### src/rtl/div32_seq_if.sv
// Operand/result bundle between the divider and its requester (control unit / LO-HI path).
// The master drives start and operands; the slave (divider) returns status and results.
interface div32_seq_if #(
  parameter int WIDTH = 32
);
  logic             start;
  logic [WIDTH-1:0] dividend;
  logic [WIDTH-1:0] divisor;
  logic             busy;
  logic             done;
  logic [WIDTH-1:0] quotient;
  logic [WIDTH-1:0] remainder;
  logic             div_by_zero;

  modport master (
    output start, dividend, divisor,
    input  busy, done, quotient, remainder, div_by_zero
  );

  modport slave (
    input  start, dividend, divisor,
    output busy, done, quotient, remainder, div_by_zero
  );
endinterface

### src/rtl/div32_seq.sv
// Signed sequential divider: radix-2 restoring on magnitudes, then sign fix-up.
// Latency fixed at WIDTH+2 edges from accepted start to done; start ignored while busy.
module div32_seq #(
  parameter int WIDTH = 32
) (
  input  logic       clk,
  input  logic       rst,
  div32_seq_if.slave div_if
);

  localparam int CW = $clog2(WIDTH) + 1;

  typedef enum logic [1:0] {IDLE, RUN, FIX, DONE} state_t;

  state_t           state_q;
  logic [CW-1:0]    cnt_q;
  logic [WIDTH:0]   rem_q;
  logic [WIDTH-1:0] dvd_q;
  logic [WIDTH-1:0] dsr_q;
  logic             sign_a_q;
  logic             sign_b_q;
  logic             busy_q;
  logic             done_q;
  logic             dbz_q;
  logic [WIDTH-1:0] quo_q;
  logic [WIDTH-1:0] rmd_q;

  logic [WIDTH-1:0] abs_a_d;
  logic [WIDTH-1:0] abs_b_d;
  logic [WIDTH+1:0] shift_d;
  logic [WIDTH+1:0] trial_d;
  logic             trial_neg_d;
  logic [WIDTH:0]   rem_d;
  logic [WIDTH-1:0] dvd_d;

  // Magnitudes; the most negative value maps onto itself and is read as unsigned.
  assign abs_a_d = div_if.dividend[WIDTH-1] ? -div_if.dividend : div_if.dividend;
  assign abs_b_d = div_if.divisor[WIDTH-1]  ? -div_if.divisor  : div_if.divisor;

  // One restoring step: the quotient bits accumulate in dvd_q as the dividend shifts out.
  assign shift_d     = {rem_q, dvd_q[WIDTH-1]};
  assign trial_d     = shift_d - {2'b00, dsr_q};
  assign trial_neg_d = trial_d[WIDTH+1];
  assign rem_d       = trial_neg_d ? shift_d[WIDTH:0] : trial_d[WIDTH:0];
  assign dvd_d       = {dvd_q[WIDTH-2:0], ~trial_neg_d};

  always_ff @(posedge clk) begin
    if (rst) begin
      state_q  <= IDLE;
      cnt_q    <= '0;
      rem_q    <= '0;
      dvd_q    <= '0;
      dsr_q    <= '0;
      sign_a_q <= 1'b0;
      sign_b_q <= 1'b0;
      busy_q   <= 1'b0;
      done_q   <= 1'b0;
      dbz_q    <= 1'b0;
      quo_q    <= '0;
      rmd_q    <= '0;
    end else begin
      case (state_q)
        IDLE, DONE: begin
          done_q <= 1'b0;
          if (div_if.start) begin
            sign_a_q <= div_if.dividend[WIDTH-1];
            sign_b_q <= div_if.divisor[WIDTH-1];
            dvd_q    <= abs_a_d;
            dsr_q    <= abs_b_d;
            rem_q    <= '0;
            cnt_q    <= '0;
            busy_q   <= 1'b1;
            state_q  <= RUN;
          end else begin
            state_q  <= IDLE;
          end
        end

        RUN: begin
          rem_q <= rem_d;
          dvd_q <= dvd_d;
          cnt_q <= cnt_q + 1'b1;
          if (cnt_q == CW'(WIDTH - 1)) begin
            state_q <= FIX;
          end
        end

        FIX: begin
          // With a zero divisor every trial succeeds, so rem_q already holds |dividend|
          // and the signed remainder reconstructs the dividend exactly.
          if (dsr_q == '0) begin
            quo_q <= '1;
            dbz_q <= 1'b1;
          end else begin
            quo_q <= (sign_a_q ^ sign_b_q) ? -dvd_q : dvd_q;
            dbz_q <= 1'b0;
          end
          rmd_q   <= sign_a_q ? -rem_q[WIDTH-1:0] : rem_q[WIDTH-1:0];
          busy_q  <= 1'b0;
          done_q  <= 1'b1;
          state_q <= DONE;
        end

        default: begin
          state_q <= IDLE;
        end
      endcase
    end
  end

  assign div_if.busy        = busy_q;
  assign div_if.done        = done_q;
  assign div_if.quotient    = quo_q;
  assign div_if.remainder   = rmd_q;
  assign div_if.div_by_zero = dbz_q;

endmodule

### src/flat_wrapper.sv
// flat-port wrapper written by rule: the top's interface ports become plain ports
module div32_seq_flat 
#(
  parameter int WIDTH = 32
)
  (clk, rst, div_if_start, div_if_dividend, div_if_divisor, div_if_busy, div_if_done, div_if_quotient, div_if_remainder, div_if_div_by_zero);
  div32_seq_if #(.WIDTH(WIDTH)) div_if_i ();
  input  logic clk;
  input  logic rst;
  input wire logic [$bits(div_if_i.start)-1:0] div_if_start;
  input wire logic [$bits(div_if_i.dividend)-1:0] div_if_dividend;
  input wire logic [$bits(div_if_i.divisor)-1:0] div_if_divisor;
  output wire logic [$bits(div_if_i.busy)-1:0] div_if_busy;
  output wire logic [$bits(div_if_i.done)-1:0] div_if_done;
  output wire logic [$bits(div_if_i.quotient)-1:0] div_if_quotient;
  output wire logic [$bits(div_if_i.remainder)-1:0] div_if_remainder;
  output wire logic [$bits(div_if_i.div_by_zero)-1:0] div_if_div_by_zero;
  assign div_if_i.start = div_if_start;
  assign div_if_i.dividend = div_if_dividend;
  assign div_if_i.divisor = div_if_divisor;
  assign div_if_busy = div_if_i.busy;
  assign div_if_done = div_if_i.done;
  assign div_if_quotient = div_if_i.quotient;
  assign div_if_remainder = div_if_i.remainder;
  assign div_if_div_by_zero = div_if_i.div_by_zero;
  div32_seq #(.WIDTH(WIDTH)) u_core (.clk(clk), .rst(rst), .div_if(div_if_i));
endmodule
### config.mk
export PLATFORM = sky130hd
export DESIGN_NAME = div32_seq_flat
export DESIGN_NICKNAME = d
export VERILOG_FILES = /design/src/rtl/div32_seq_if.sv /design/src/rtl/div32_seq.sv /design/src/flat_wrapper.sv
export SDC_FILE = /design/constraint.sdc
export NUM_CORES = 1
export LEC_CHECK = 0
export CELL_PAD_IN_SITES_DETAIL_PLACEMENT = 1
export CELL_PAD_IN_SITES_GLOBAL_PLACEMENT = 1
export CORE_MARGIN = 1
export CORE_UTILIZATION = 30
export CTS_CLUSTER_DIAMETER = 50
export CTS_CLUSTER_SIZE = 12
export DETAILED_ROUTE_END_ITERATION = 10
export PLACE_DENSITY_LB_ADDON = 0.1
export SYNTH_ARGS = -nofsm -noshare
export SYNTH_HDL_FRONTEND = slang
export SYNTH_SLANG_ARGS = --single-unit
### constraint.sdc
create_clock -name clk -period 6.89 [get_ports clk]
set_input_delay 0.689 -clock clk [delete_from_list [all_inputs] [get_ports clk]]
set_output_delay 0.689 -clock clk [all_outputs]
set_load 0.02 [all_outputs]
# Yosys cells after proc, flatten, opt, wreduce, memory -nomap -nowiden
# Cells that the tools add are included.
# Widths: inputs -> output; s select.
[op_classes] reduce_logical=8 addsub=6 shift=0 bitwise=2 mux=19 eq_ne=6 mul=0 div_mod_pow=0 magnitude_cmp=0
[op_table] operator="$mux 32" n=6
[op_table] operator="$neg 32->32" n=4
[op_table] operator="$mux 33" n=2
[op_table] operator="$pmux 33 s2" n=1
[op_table] operator="$pmux 32 s2" n=1
[op_table] operator="$sub 34x32->34" n=1
[op_table] operator="$logic_not 32->1" n=1
[op_table] operator="$pmux 6 s2" n=1
[op_table] operator="$add 6x1->6 const B" n=1
[op_table] operator="$eq 6x5->1 const B" n=1
[op_table] operator="$mux 6" n=1
[op_table] operator="$pmux 2 s3" n=1
[op_table] operator="$reduce_and 2->1" n=3
[op_table] operator="$eq 2x2->1 const B" n=2
[op_table] operator="$pmux 1 s2" n=2
[op_table] operator="$reduce_bool 2->1" n=2
[op_table] operator="$mux 1" n=3
[op_table] operator="$eq 2x1->1 const B" n=1
[op_table] operator="$logic_not 2->1" n=1
[op_table] operator="$mux 2" n=1
[op_table] operator="$ne 2x1->1 const B" n=1
[op_table] operator="$ne 2x2->1 const B" n=1
[op_table] operator="$reduce_or 2->1" n=1
[op_table] operator="$not 1->1" n=1
[op_table] operator="$xor 1x1->1" n=1
[word_totals] latch_bits=0 reg_bits=174 ramBits=0 romBits=0 wordCells=53 out_inout_bits=67 mem_count=0

# Longest topological paths before layout
[depth] ltp_word=4 ltp_mapped=13

# Least setup slack after synthesis
# No wires, ideal clock.
[synth_path] path_kind="register to register" from="register u_core.dvd_q[31]" to="register u_core.rem_q[32]" path_stages_with_launch=14 synth_period_minus_slack_ns=3.011 required_ns=6.828 setup_time_ns=0.062 slack_ns=3.879 arrival_ns=2.949 cell_sequence="dfxtp_1 -> inv_1 -> ha_1 -> inv_1 -> fa_1 -> a21o_1 -> a221oi_1 -> o21a_1 -> a21oi_1 -> or4_1 -> a31oi_1 -> o21ai_0 -> o311a_1 -> nand3_1"
[synth_between] elab_chain_len=3
[synth_rtl] element="start: declaration" line="div32_seq.sv:18" text="logic [WIDTH-1:0] dvd_q;"
[synth_rtl] element="start signal: assignment" line="div32_seq.sv:68" text="dvd_q <= abs_a_d;"
[synth_rtl] element="start signal: assignment" line="div32_seq.sv:81" text="dvd_q <= dvd_d;"
[synth_rtl] element="$sub 34x32->34" line="div32_seq.sv:42" text="assign trial_d = shift_d - {2'b00, dsr_q};"
[synth_rtl] element="$mux 33" line="div32_seq.sv:44" text="assign rem_d = trial_neg_d ? shift_d[WIDTH:0] : trial_d[WIDTH:0];"
[synth_rtl] element="$pmux 33 s2" line="div32_seq.sv:62" text="case (state_q)"
[synth_rtl] element="end signal: assignment" line="div32_seq.sv:80" text="rem_q <= rem_d;"
[synth_rtl] element="end: declaration" line="div32_seq.sv:17" text="logic [WIDTH:0] rem_q;"
# No other way between the ends.
# A chain may end at the register's enable or synchronous reset.

# Final worst setup path
[layout_path] from="register u_core.dsr_q[4]" to="register u_core.rem_q[0]"
[layout_between] elab_chain_len=3
[layout_rtl] element="start: declaration" line="div32_seq.sv:19" text="logic [WIDTH-1:0] dsr_q;"
[layout_rtl] element="start signal: assignment" line="div32_seq.sv:69" text="dsr_q <= abs_b_d;"
[layout_rtl] element="$sub 34x32->34" line="div32_seq.sv:42"
[layout_rtl] element="$mux 33" line="div32_seq.sv:44"
[layout_rtl] element="$pmux 33 s2" line="div32_seq.sv:62"
# No other way between the ends.

==> results.toml <==
[outcome]
status = "finished, final reports clean"

[synthesis]
seq_area_frac_synth = 0.324
yosysMostFrequentCell = "dfxtp_1"
yosysTopAreaCell = "dfxtp_1"
synth_top_family_by_area = "compound AO/OA/AOI/OAI gates"
synth_xor_area_frac = 0.124
avgSynthCellArea_um2 = 7.87
ys_async_sr_fraction = 0
yosysWarnings = 0
synthAdderAreaFrac = 0.0485
synth-edff-count = 0
synth_seq_cells = 174
synthDistinctLibCells = 63
yosys-top-cells-area = "dfxtp_1, xor2_1, a211oi_1"
synth_area_mm2 = 0.0107
synth_common_cells = "dfxtp_1, nand2_1, nor2_1"
synth-simple-area-share = 0.197
synth_nets = 1473
synth_compound_area_frac = 0.239
synthMuxAreaShare = 0.0196
synth-main-ff-cell = "dfxtp_1"
synthCells = 1365
synth_top_area_frac = 0.324

[global_route]
antenna_found_initial = 0
track_usage = 0.189
grt_pass1_wl_um = 54800
grt_busiest_layer = "met1"
grt_use_met2 = 0.259
grt_max_degree = 99
grt_pass1_vias = 9691
grt_util_met3 = 0.0294
grt_use_met1 = 0.305
overflow = 0

[finish]
antenna_cells = 0
nets = 1552
drive_above_1_share = 0.0467
fill_cells = 4255
stdcell_count = 1911
ff_latch_area_mm2 = 0.00348
multiInputGateArea_mm2 = 0.00678
synthToLayoutAreaGrowth_pct = 21.0

[power_and_ir_drop]
p_per_area_mw_per_mm2 = 366
pwr-share-seq = 0.319
share_comb_of_total_power = 0.479
ir_worst_vdd_mv = 0.265
clockPowerShare = 0.202
finalPower_mw = 4.76
p_sw_mw = 2.09
power.leakage_nw = 4.63
internal-power_mw = 2.67
switching_share = 0.440

[worst_setup_path]
r2r_cells = 11
critPathMaxStageDelay_ns = 1.00
cpMaxStageDelayCell = "xnor2_1"
critPathTopFamily = "compound AO/OA/AOI/OAI gates"
worstReg2RegStart = "u_core.dsr_q[4]"
critPathKind = "flop to flop"
rrSetupSlack_ns = 3.11
cp-end-kind = "flop"
path_buf_inv = 1
reg2reg_to = "u_core.rem_q[0]"
crit_arrival_ns = 4.10
required_ns = 7.21
cp-start-kind = "flop"
crit_path_max_fanout = 15
crit_top_cell = "o21ai_1"
crit_chain = "inv_1 > ha_1 > a21o_1 > a211o_1 > o21ai_1 > a211oi_1 > o21ai_1 > o221ai_2 > xnor2_1 > nand2_1 > a32o_1"

[floorplan]
die_h_um = 191
floorplan.rows = 68
start_util = 0.308
die_w_um = 191
pin_count = 134
placeableCoreArea_mm2 = 0.0349
die-area_mm2 = 0.0366

[worst_hold_path]
holdPathEnd = "u_core.div_if.div_by_zero"
worstHoldPathType = "flop to flop"
hp-start = "u_core.div_if.div_by_zero"
hold_path_depth = 2

[clock_tree]
clk_pin_slew_worst_paths_ns = 0.08
cts_buffers = 17
post-cts-setup-buffers = 0
cts_tree = "yes"
holdBufCountCts = 0
cts_buffer_depth = 2
cts_sinks = 174
cts_resized = 0
cts.htree.levels = 4
clock_latency_ns = 0.45
cts-root-buf = "clkbuf_16"

[routing]
drt_wl_total_um = 34200
routed_via_density = 5.20
drc = 0
vias = 9942
drtIter0Drc = 461
ant_nets = 0
drt_pass1_iterations = 4
wire_per_inst_um = 17.9

[placement]
hpwlAfterDp_um = 26100
gp_congestion = 0.827
pre_cts_ws_ns = 2.90
placedCellCount = 1880
numPortBuffers = 133

[timing]
rsz0062_at_grt = "no"
slew_headroom = 0.173
setup_viol = 0
finalSetupTns_ns = 0
setup_ws_ns = 3.11
slew_viol_final = 0
fin_worst_skew_ns = 0.0234
period_minus_slack_ns = 3.78
max_freq_mhz = 264
hold_violations = 0
hold_slack_ns = 0.483
period_share = 0.549
worst_slew_pin_slew_ns = 1.23

[run]
maxCapViolCount = 0
power groups by stage:
stage                     registers, mW  logic [mW]  clock network (mW)
after floorplan                    1.61        1.39                   0
after global placement             1.53        2.29                   0
after detailed placement           1.54        2.30                   0
after CTS                          1.52        2.31               0.995
after global routing               1.56        2.53                1.04
final                              1.52        2.28               0.962
through the flow:
stage	area, µm²	util
2_1_floorplan	10700	-
3_3_place_gp	12400	0.357
3_5_place_dp	12400	0.357
4_1_cts	13000	0.373
5_1_grt	13000	0.373
6_report	13000	0.373
worst max path at each step:
stage                                   from               end  slack [ns]  cells after the start
after floorplan             u_core.dvd_q[31]  u_core.rem_q[32]        3.88                     13
after global placement    div_if_dividend[6]  u_core.dvd_q[31]        3.02                      9
after detailed placement  div_if_dividend[6]  u_core.dvd_q[31]        2.90                      9
after CTS                    u_core.dsr_q[4]   u_core.rem_q[0]        3.11                     11
after global routing         u_core.rem_q[3]   u_core.rem_q[0]        2.88                     10
final                        u_core.dsr_q[4]   u_core.rem_q[0]        3.11                     11
kinds of logic (layout without fill, tap and decap cells):
kind of cell               after synthesis  after routing
and+or+nand+nor                        457            457
DFF                                    174            174
xor gates and xnor gates               152            152
buffers and inverters                  137            228
AOI/OAI and AO/OA                      383            383
muxes                                   21             21
adders and majority gates               41             41
cell usage in the layout (no fill, tap or decap), types with 4 or more instances in the layout:
cell / n
o21bai_1: 4
o32ai_1: 4
nand4_1: 10
a21oi_1: 65
buf_4: 13
a32oi_1: 13
inv_1: 52
clkbuf_16: 17
o31ai_1: 27
o41ai_1: 14
inv_6: 4
a31oi_1: 29
or4_1: 12
nor4_1: 17
nor3_1: 22
or3_1: 11
ha_1: 39
nand3_1: 47
a21o_1: 11
clkdlybuf4s50_1: 132
xor2_1: 86
mux2i_1: 21
a211oi_1: 92
nand2_1: 148
or4_4: 5
o21ai_0: 89
nand3b_1: 4
nor2_1: 144
nand2b_1: 12
dfxtp_1: 174
and3_1: 6
xnor2_1: 65
per-layer routing:
| metal | part of all wire | routed length [µm] |
|---|---|---|
| met4 | 0.0054 | 186 |
| met5 | 0 | 0 |
| met3 | 0.037 | 1260 |
| met1 | 0.56 | 19200 |
| met2 | 0.40 | 13600 |
state kept, by name (all words and copies together) (netlist names):
name and count:
u_core.cnt_q 6, u_core.sign_b_q 1, u_core.div_if.div_by_zero 1, u_core.div_if.quotient 32
u_core.rem_q 33, u_core.dvd_q 32, u_core.div_if.done 1, u_core.div_if.busy 1
u_core.dsr_q 32, u_core.state_q 2, u_core.div_if.remainder 32, u_core.sign_a_q 1
tightest hold or removal path, delay by kind of cell (launching register included):
| kind | cells | cell delay (ns) |
|---|---|---|
| simple gates | 2 | 0.13 |
| flops | 1 | 0.31 |
cell type report:
class | instances | area share
tap | 455 | 0.0438
clock buffer | 17 | 0.0327
timing repair buffer | 145 | 0.109
inverter | 52 | 0.0150
multi-input combinational | 1054 | 0.521
sequential | 174 | 0.268
clock inverter | 14 | 0.0103
Note: power is estimated with default switching activity, not from simulation.
